[config.mk]
export PLATFORM = sky130hd
export DESIGN_NAME = rr_encoder_arbiter_flat
export DESIGN_NICKNAME = d
export VERILOG_FILES = /design/src/rtl/rr_encoder_arbiter_pkg.sv /design/src/rtl/rr_encoder_arbiter_if.sv /design/src/rtl/rr_encoder_arbiter_pick.sv /design/src/rtl/rr_encoder_arbiter.sv /design/src/flat_wrapper.sv
export SDC_FILE = /design/constraint.sdc
export NUM_CORES = 1
export LEC_CHECK = 0
export BUFFER_PORTS_ARGS = -buffer_cell sky130_fd_sc_hd__buf_2
export CAP_MARGIN = 25
export CORE_UTILIZATION = 50
export CTS_CLUSTER_SIZE = 20
export DETAILED_ROUTE_END_ITERATION = 8
export PLACE_DENSITY = 0.81
export SLEW_MARGIN = 20
export SYNTH_ARGS = -nofsm -noshare
export SYNTH_HDL_FRONTEND = slang
export SYNTH_SLANG_ARGS = --single-unit
[constraint.sdc]
create_clock -name clk -period 4.8 [get_ports clk]
set_clock_uncertainty 0.2 [all_clocks]
set_input_delay 0.48 -clock clk [delete_from_list [all_inputs] [get_ports clk]]
set_output_delay 0.48 -clock clk [all_outputs]
set_load 0.02 [all_outputs]
[src/rtl/rr_encoder_arbiter_pkg.sv]
// Shared types and constants for the 16-way round-robin grant arbiter.
//   NUM_REQ     : number of requesters (fixed at 16)
//   ID_W        : width of the binary grant index
//   arb_state_t : two-state arbiter FSM encoding
//   req_id_t    : binary requester index
//   arb_dbg_t   : internal state exposed on the top-level debug port
package rr_encoder_arbiter_pkg;

  localparam int NUM_REQ = 16;
  localparam int ID_W    = 4;

  typedef enum logic {
    IDLE  = 1'b0,
    GRANT = 1'b1
  } arb_state_t;

  typedef logic [ID_W-1:0] req_id_t;

  typedef struct packed {
    arb_state_t  state;
    req_id_t     ptr;
    logic [7:0]  hold_cnt;
  } arb_dbg_t;

endpackage

[src/rtl/rr_encoder_arbiter_if.sv]
// Requester-bank / arbiter bus.
//   enable      : arbitration enable (driven by master)
//   req         : per-requester request levels (driven by master)
//   grant       : registered one-hot grant (driven by slave = arbiter)
//   grant_id    : binary index of grant, 0 when idle
//   grant_valid : high exactly while grant is non-zero
//   timeout     : one-cycle pulse when a grant was cut by the hold limit
// Handshake: req[i] is a level held by requester i for as long as it wants
// or uses the resource; grant[i] is valid while grant_valid is high and is
// withdrawn by the arbiter after req[i] drops, enable drops, or the hold
// limit expires. There is no separate ready: dropping req is the release.
interface rr_encoder_arbiter_if;
  import rr_encoder_arbiter_pkg::*;

  logic               enable;
  logic [NUM_REQ-1:0] req;
  logic [NUM_REQ-1:0] grant;
  req_id_t            grant_id;
  logic               grant_valid;
  logic               timeout;

  modport master (
    output enable, req,
    input  grant, grant_id, grant_valid, timeout
  );

  modport slave (
    input  enable, req,
    output grant, grant_id, grant_valid, timeout
  );

endinterface

[src/rtl/rr_encoder_arbiter_pick.sv]
// Combinational round-robin pick: the first set req bit at or above ptr,
// wrapping from the top bit back to bit 0.
//   req   : request vector
//   ptr   : highest-priority index for this search
//   found : at least one request is set
//   pick  : index of the chosen request (0 when none)
module rr_priority_pick
  import rr_encoder_arbiter_pkg::*;
(
  input  logic [NUM_REQ-1:0] req,
  input  req_id_t            ptr,
  output logic               found,
  output req_id_t            pick
);

  logic [NUM_REQ-1:0] rot;
  req_id_t            offset;

  always_comb begin
    // Rotate so that bit ptr lands at position 0; the doubled vector makes
    // the wrap-around a plain shift.
    rot    = NUM_REQ'({req, req} >> ptr);
    found  = |rot;
    offset = '0;
    // Walk downward so the lowest set bit wins.
    for (int i = NUM_REQ - 1; i >= 0; i--) begin
      if (rot[i]) offset = req_id_t'(i);
    end
    // Un-rotate; the sum wraps naturally in ID_W bits.
    pick = found ? req_id_t'(ptr + offset) : '0;
  end

endmodule

[src/rtl/rr_encoder_arbiter.sv]
// Round-robin arbiter sharing one resource among NUM_REQ requesters, with
// registered one-hot grant, binary grant index and bounded grant tenure.
//   clk      : clock, all state on rising edge
//   reset    : asynchronous, active-high
//   bus      : requester/arbiter bus (slave side)
//   dbg      : FSM state, round-robin pointer and hold counter
// MAX_HOLD : maximum consecutive grant cycles, legal range 1..255.
module rr_encoder_arbiter
  import rr_encoder_arbiter_pkg::*;
#(
  parameter int MAX_HOLD = 8
) (
  input  logic                 clk,
  input  logic                 reset,
  rr_encoder_arbiter_if.slave  bus,
  output arb_dbg_t             dbg
);

  localparam logic [7:0] HOLD_LAST = 8'(MAX_HOLD - 1);

  arb_state_t          state;
  req_id_t             ptr;
  logic [7:0]          hold_cnt;
  logic [NUM_REQ-1:0]  grant_q;
  req_id_t             grant_id_q;
  logic                grant_valid_q;
  logic                timeout_q;

  logic                found;
  req_id_t             pick;
  logic                hold_hit;
  logic                req_live;
  logic                release_now;

  rr_priority_pick u_pick (
    .req   (bus.req),
    .ptr   (ptr),
    .found (found),
    .pick  (pick)
  );

  assign hold_hit    = (hold_cnt == HOLD_LAST);
  assign req_live    = bus.req[grant_id_q];
  assign release_now = ~bus.enable | ~req_live | hold_hit;

  always_ff @(posedge clk or posedge reset) begin
    if (reset) begin
      state         <= IDLE;
      ptr           <= '0;
      hold_cnt      <= '0;
      grant_q       <= '0;
      grant_id_q    <= '0;
      grant_valid_q <= 1'b0;
      timeout_q     <= 1'b0;
    end else begin
      timeout_q <= 1'b0;
      unique case (state)
        IDLE: begin
          if (bus.enable && found) begin
            grant_q       <= {{(NUM_REQ-1){1'b0}}, 1'b1} << pick;
            grant_id_q    <= pick;
            grant_valid_q <= 1'b1;
            hold_cnt      <= '0;
            state         <= GRANT;
          end
        end
        GRANT: begin
          if (release_now) begin
            grant_q       <= '0;
            grant_id_q    <= '0;
            grant_valid_q <= 1'b0;
            hold_cnt      <= '0;
            ptr           <= grant_id_q + req_id_t'(1);
            state         <= IDLE;
            // Only a pure hold-limit expiry is reported; a coincident req
            // drop or enable drop counts as an ordinary release.
            timeout_q     <= hold_hit & bus.enable & req_live;
          end else if (hold_cnt != 8'hFF) begin
            hold_cnt <= hold_cnt + 8'd1;
          end
        end
        default: state <= IDLE;
      endcase
    end
  end

  assign bus.grant       = grant_q;
  assign bus.grant_id    = grant_id_q;
  assign bus.grant_valid = grant_valid_q;
  assign bus.timeout     = timeout_q;

  assign dbg = '{state: state, ptr: ptr, hold_cnt: hold_cnt};

endmodule

[src/flat_wrapper.sv]
// flat-port wrapper written by rule: the top's interface ports become plain ports
module rr_encoder_arbiter_flat import rr_encoder_arbiter_pkg::*;
#(
  parameter int MAX_HOLD = 8
)
  (clk, reset, dbg, bus_enable, bus_req, bus_grant, bus_grant_id, bus_grant_valid, bus_timeout);
  rr_encoder_arbiter_if bus_i ();
  input  logic clk;
  input  logic reset;
  output arb_dbg_t dbg;
  input wire logic [$bits(bus_i.enable)-1:0] bus_enable;
  input wire logic [$bits(bus_i.req)-1:0] bus_req;
  output wire logic [$bits(bus_i.grant)-1:0] bus_grant;
  output wire logic [$bits(bus_i.grant_id)-1:0] bus_grant_id;
  output wire logic [$bits(bus_i.grant_valid)-1:0] bus_grant_valid;
  output wire logic [$bits(bus_i.timeout)-1:0] bus_timeout;
  assign bus_i.enable = bus_enable;
  assign bus_i.req = bus_req;
  assign bus_grant = bus_i.grant;
  assign bus_grant_id = bus_i.grant_id;
  assign bus_grant_valid = bus_i.grant_valid;
  assign bus_timeout = bus_i.timeout;
  rr_encoder_arbiter #(.MAX_HOLD(MAX_HOLD)) u_core (.clk(clk), .reset(reset), .bus(bus_i), .dbg(dbg));
endmodule
==> results by group <==
Outcome
  – Status: complete, no violations

Route
  – Vias/cell: 6.549
  – Drt wl/cell: 18.45 um
  – Initial DRC count: 283
  – ANT nets after route: 0
  – DRC Markers: 0
  – Vias: 3006
  – Drt total wl: 8.468 mm
  – Drt pass-1 iters: 7

Global route
  – Tot GR Track Use: 25.36%
  – Overflow after GRT: 0
  – Pin count of the biggest net entering global routing: 36
  – Global-route wire length before repair: 14.33 mm
  – Number of global-route vias before repair: 2956
  – Antenna violations before repair: 0

Critical path
  – CP required: 4760 ps
  – Crit. End Element: flop
  – Crit path launch type: flop
  – Setup CP Type: reg2reg
  – Max FO, Critical Path: 34
  – Worst EP arrival: 4380 ps

CTS
  – Bufs on Longest Clock Path: 2
  – Post-CTS Hold Buffers: 0
  – Clk slew on worst S/H paths: 70 ps
  – # H-tree levels: 2
  – Root Driver: clkbuf_8
  – Num CTS Buffers: 5
  – Sink Count: 35
  – Worst-Skew Late Latency: 290 ps
  – CTS tree: yes

Synthesis
  – Mapped Area: 3267 um^2
  – Post-synthesis sequential area ratio: 26.81%
  – Syn_area_per_cell: 9.781 um^2
  – Post-synthesis cell type count: 65
  – Post-synth EDFFs: 0
  – #FFs+latches synth: 35
  – Ys Warns: 0
  – Most used flip-flop cell after synthesis: dfrtp_1
  – Area leader, netlist: dfrtp_1
  – Async S/R FF share, synth: 100.0%
  – Top post-synthesis cells by area: dfrtp_1, mux4_2, mux2i_1, mux2_2, o2bb2ai_1
  – Syn Nets: 359
  – Yosys top cell area share: 26.81%
  – Cell count after synthesis: 334

Place
  – Dpl hpwl: 6.262 mm
  – Area after DPL: 3546 um^2
  – IO buf count: 53
  – Final Wtd Congestion: 0.9329
  – Placed insts: 451

Floorplan
  – Placement row count: 29
  – Die Span X: 82.83 um
  – Die height: 82.83 um
  – Boundary pin count: 54
  – Die Area: 6861 um^2
  – Starting Density: 51.74%
  – Core area: 6314 um^2

Final layout
  – Fin area: 3672 um^2
  – Most frequent cells in the layout: buf_2, nand2_1, dfrtp_1
  – Finished Layout Cells: 459
  – Ratio of cells with drive above 1 in the final layout: 29.84%
  – Nets: 406
  – Leading cell type in the layout, fill and taps excluded: buf_2
  – Area Overhead vs Synth: 12.41%
  – # fillers: 551
  – ANT cells: 0

STA
  – FMAX: 226.5 MHz
  – Setup_tns: 0 ps
  – Slew @ Worst Pin: 840.0 ps
  – Fin crit share: 91.99%
  – Count of final hold-check violations: 0
  – # setup viols final: 0
  – Min cycle time layout: 4415 ps
  – Unrepaired setup endpoints after global routing: no
  – WHS: 75.84 ps
  – Max-slew violation count: 0
  – Max_slew headroom: 44.00%

Pwr
  – Leak: 1.605 nW
  – Power, Total: 2.842 mW
  – VDD IR max: 361.8 uV
  – PwrDens: 773.8 nW/um^2

Hold path
  – Hold Crit Class: in2async

Run
  – Max-Cap Viols: 0
## registers in the layout, summed over array words and instances (netlist names)
| name | flops |
|---|---|
| u_core.bus.grant | 16 |
| u_core.bus.grant_id | 4 |
| u_core.bus.grant_valid | 1 |
| u_core.bus.timeout | 1 |
| u_core.hold_cnt | 8 |
| u_core.ptr | 4 |
| u_core.state | 1 |
## worst max-delay path: stages (launching register included)
cell and delay [ps]:
dfrtp_1 370, buf_12 220, mux2i_1 390, mux4_2 370
nand3_1 110, nand3b_1 220, a32oi_1 280, o211ai_1 130
a211oi_2 320, ha_1 280, a21o_1 150, a21oi_1 230
xnor2_1 230, nor2_1 120, a21boi_0 150, mux2i_1 350
o2bb2ai_1 130
## area by class of cell
class                   count  area, um^2  share of cell area, %
clock buffers               6       82.58                  2.249
clock inverters             2       35.03                 0.9540
inverters                   7       26.28                 0.7155
multi-input cells         273        2232                  60.78
flip-flops and latches     35       877.1                  23.88
well taps                  77       96.34                  2.624
repair buffers             59       322.8                  8.790
## stage by stage
step	util, %	setup WS [ps]
detailed placement	56.16	111.4
finish	58.16	384.6
global placement	56.16	279.2
CTS	58.03	107.4
global route	58.16	118.2
floorplan	-	732.9
## cells by family (layout without fill, tap and decap cells)
group                    Yosys count  count (layout)  share of synthesized area [%]
AND/OR/NAND/NOR                  112             112                          17.04
flip-flops                        35              35                          26.81
AO/OA/AOI/OAI                     93              93                          22.44
multiplexers                      50              50                          22.86
buffers and inverters             26              74                          5.094
adder cells (fa/ha/maj)            6               6                          2.528
XOR/XNOR                          12              12                          3.217
## synthesized netlist by cell type, drive strengths merged, types with 4 or more instances
cell / number
nand2: 34
nand4: 5
nor2b: 6
buf: 12
o21ai: 9
o2bb2ai: 16
xnor2: 8
and3: 4
xor2: 4
nor3: 11
dfrtp: 35
a211oi: 4
a21boi: 5
inv: 6
a21oi: 11
mux4: 18
mux2: 14
nor2: 19
clkbuf: 7
and2: 5
nand3: 9
mux2i: 18
a31oi: 6
a21o: 5
nand2b: 9
ha: 5
## metal layers
metal	global-route usage (%)	up-vias	part of all wire (%)
li1	-	1390	-
met1	33.12	1433	41
met2	39.94	145	48
met3	4.672	38	6.7
met4	13.79	0	4.1
met5	0	-	0
## report_power, final
part,internal [mW],switching (mW),total (mW)
combinational,0.832,1.24,2.07
sequential,0.385,0.112,0.496
clock,0.168,0.108,0.276
total,1.38,1.46,2.84
## path summary, 6_finish.rpt
check	from	to	cells after the start	slack [ps]
worst max register to register	u_core.ptr[2]$_DFFE_PP0P_	u_core.bus.grant[1]$_DFFE_PP0P_	16	380
min in group clk	u_core.bus.grant[11]$_DFFE_PP0P_	u_core.bus.grant[11]$_DFFE_PP0P_	1	290
worst max-delay path	u_core.ptr[2]$_DFFE_PP0P_	u_core.bus.grant[1]$_DFFE_PP0P_	16	380
worst min register to register	u_core.bus.grant[11]$_DFFE_PP0P_	u_core.bus.grant[11]$_DFFE_PP0P_	1	290
worst min-delay path	reset	u_core.bus.grant[13]$_DFFE_PP0P_	3	80
max in group asynchronous	reset	u_core.ptr[1]$_DFFE_PP0P_	3	3990
## what timing repair did
item	CTS	global route
setup buffers	0	0
gates resized for setup	0	3
setup endpoints to repair	0	16
endpoints found under the hold margin	0	0
No activity file was read; power rests on OpenSTA's default activity.
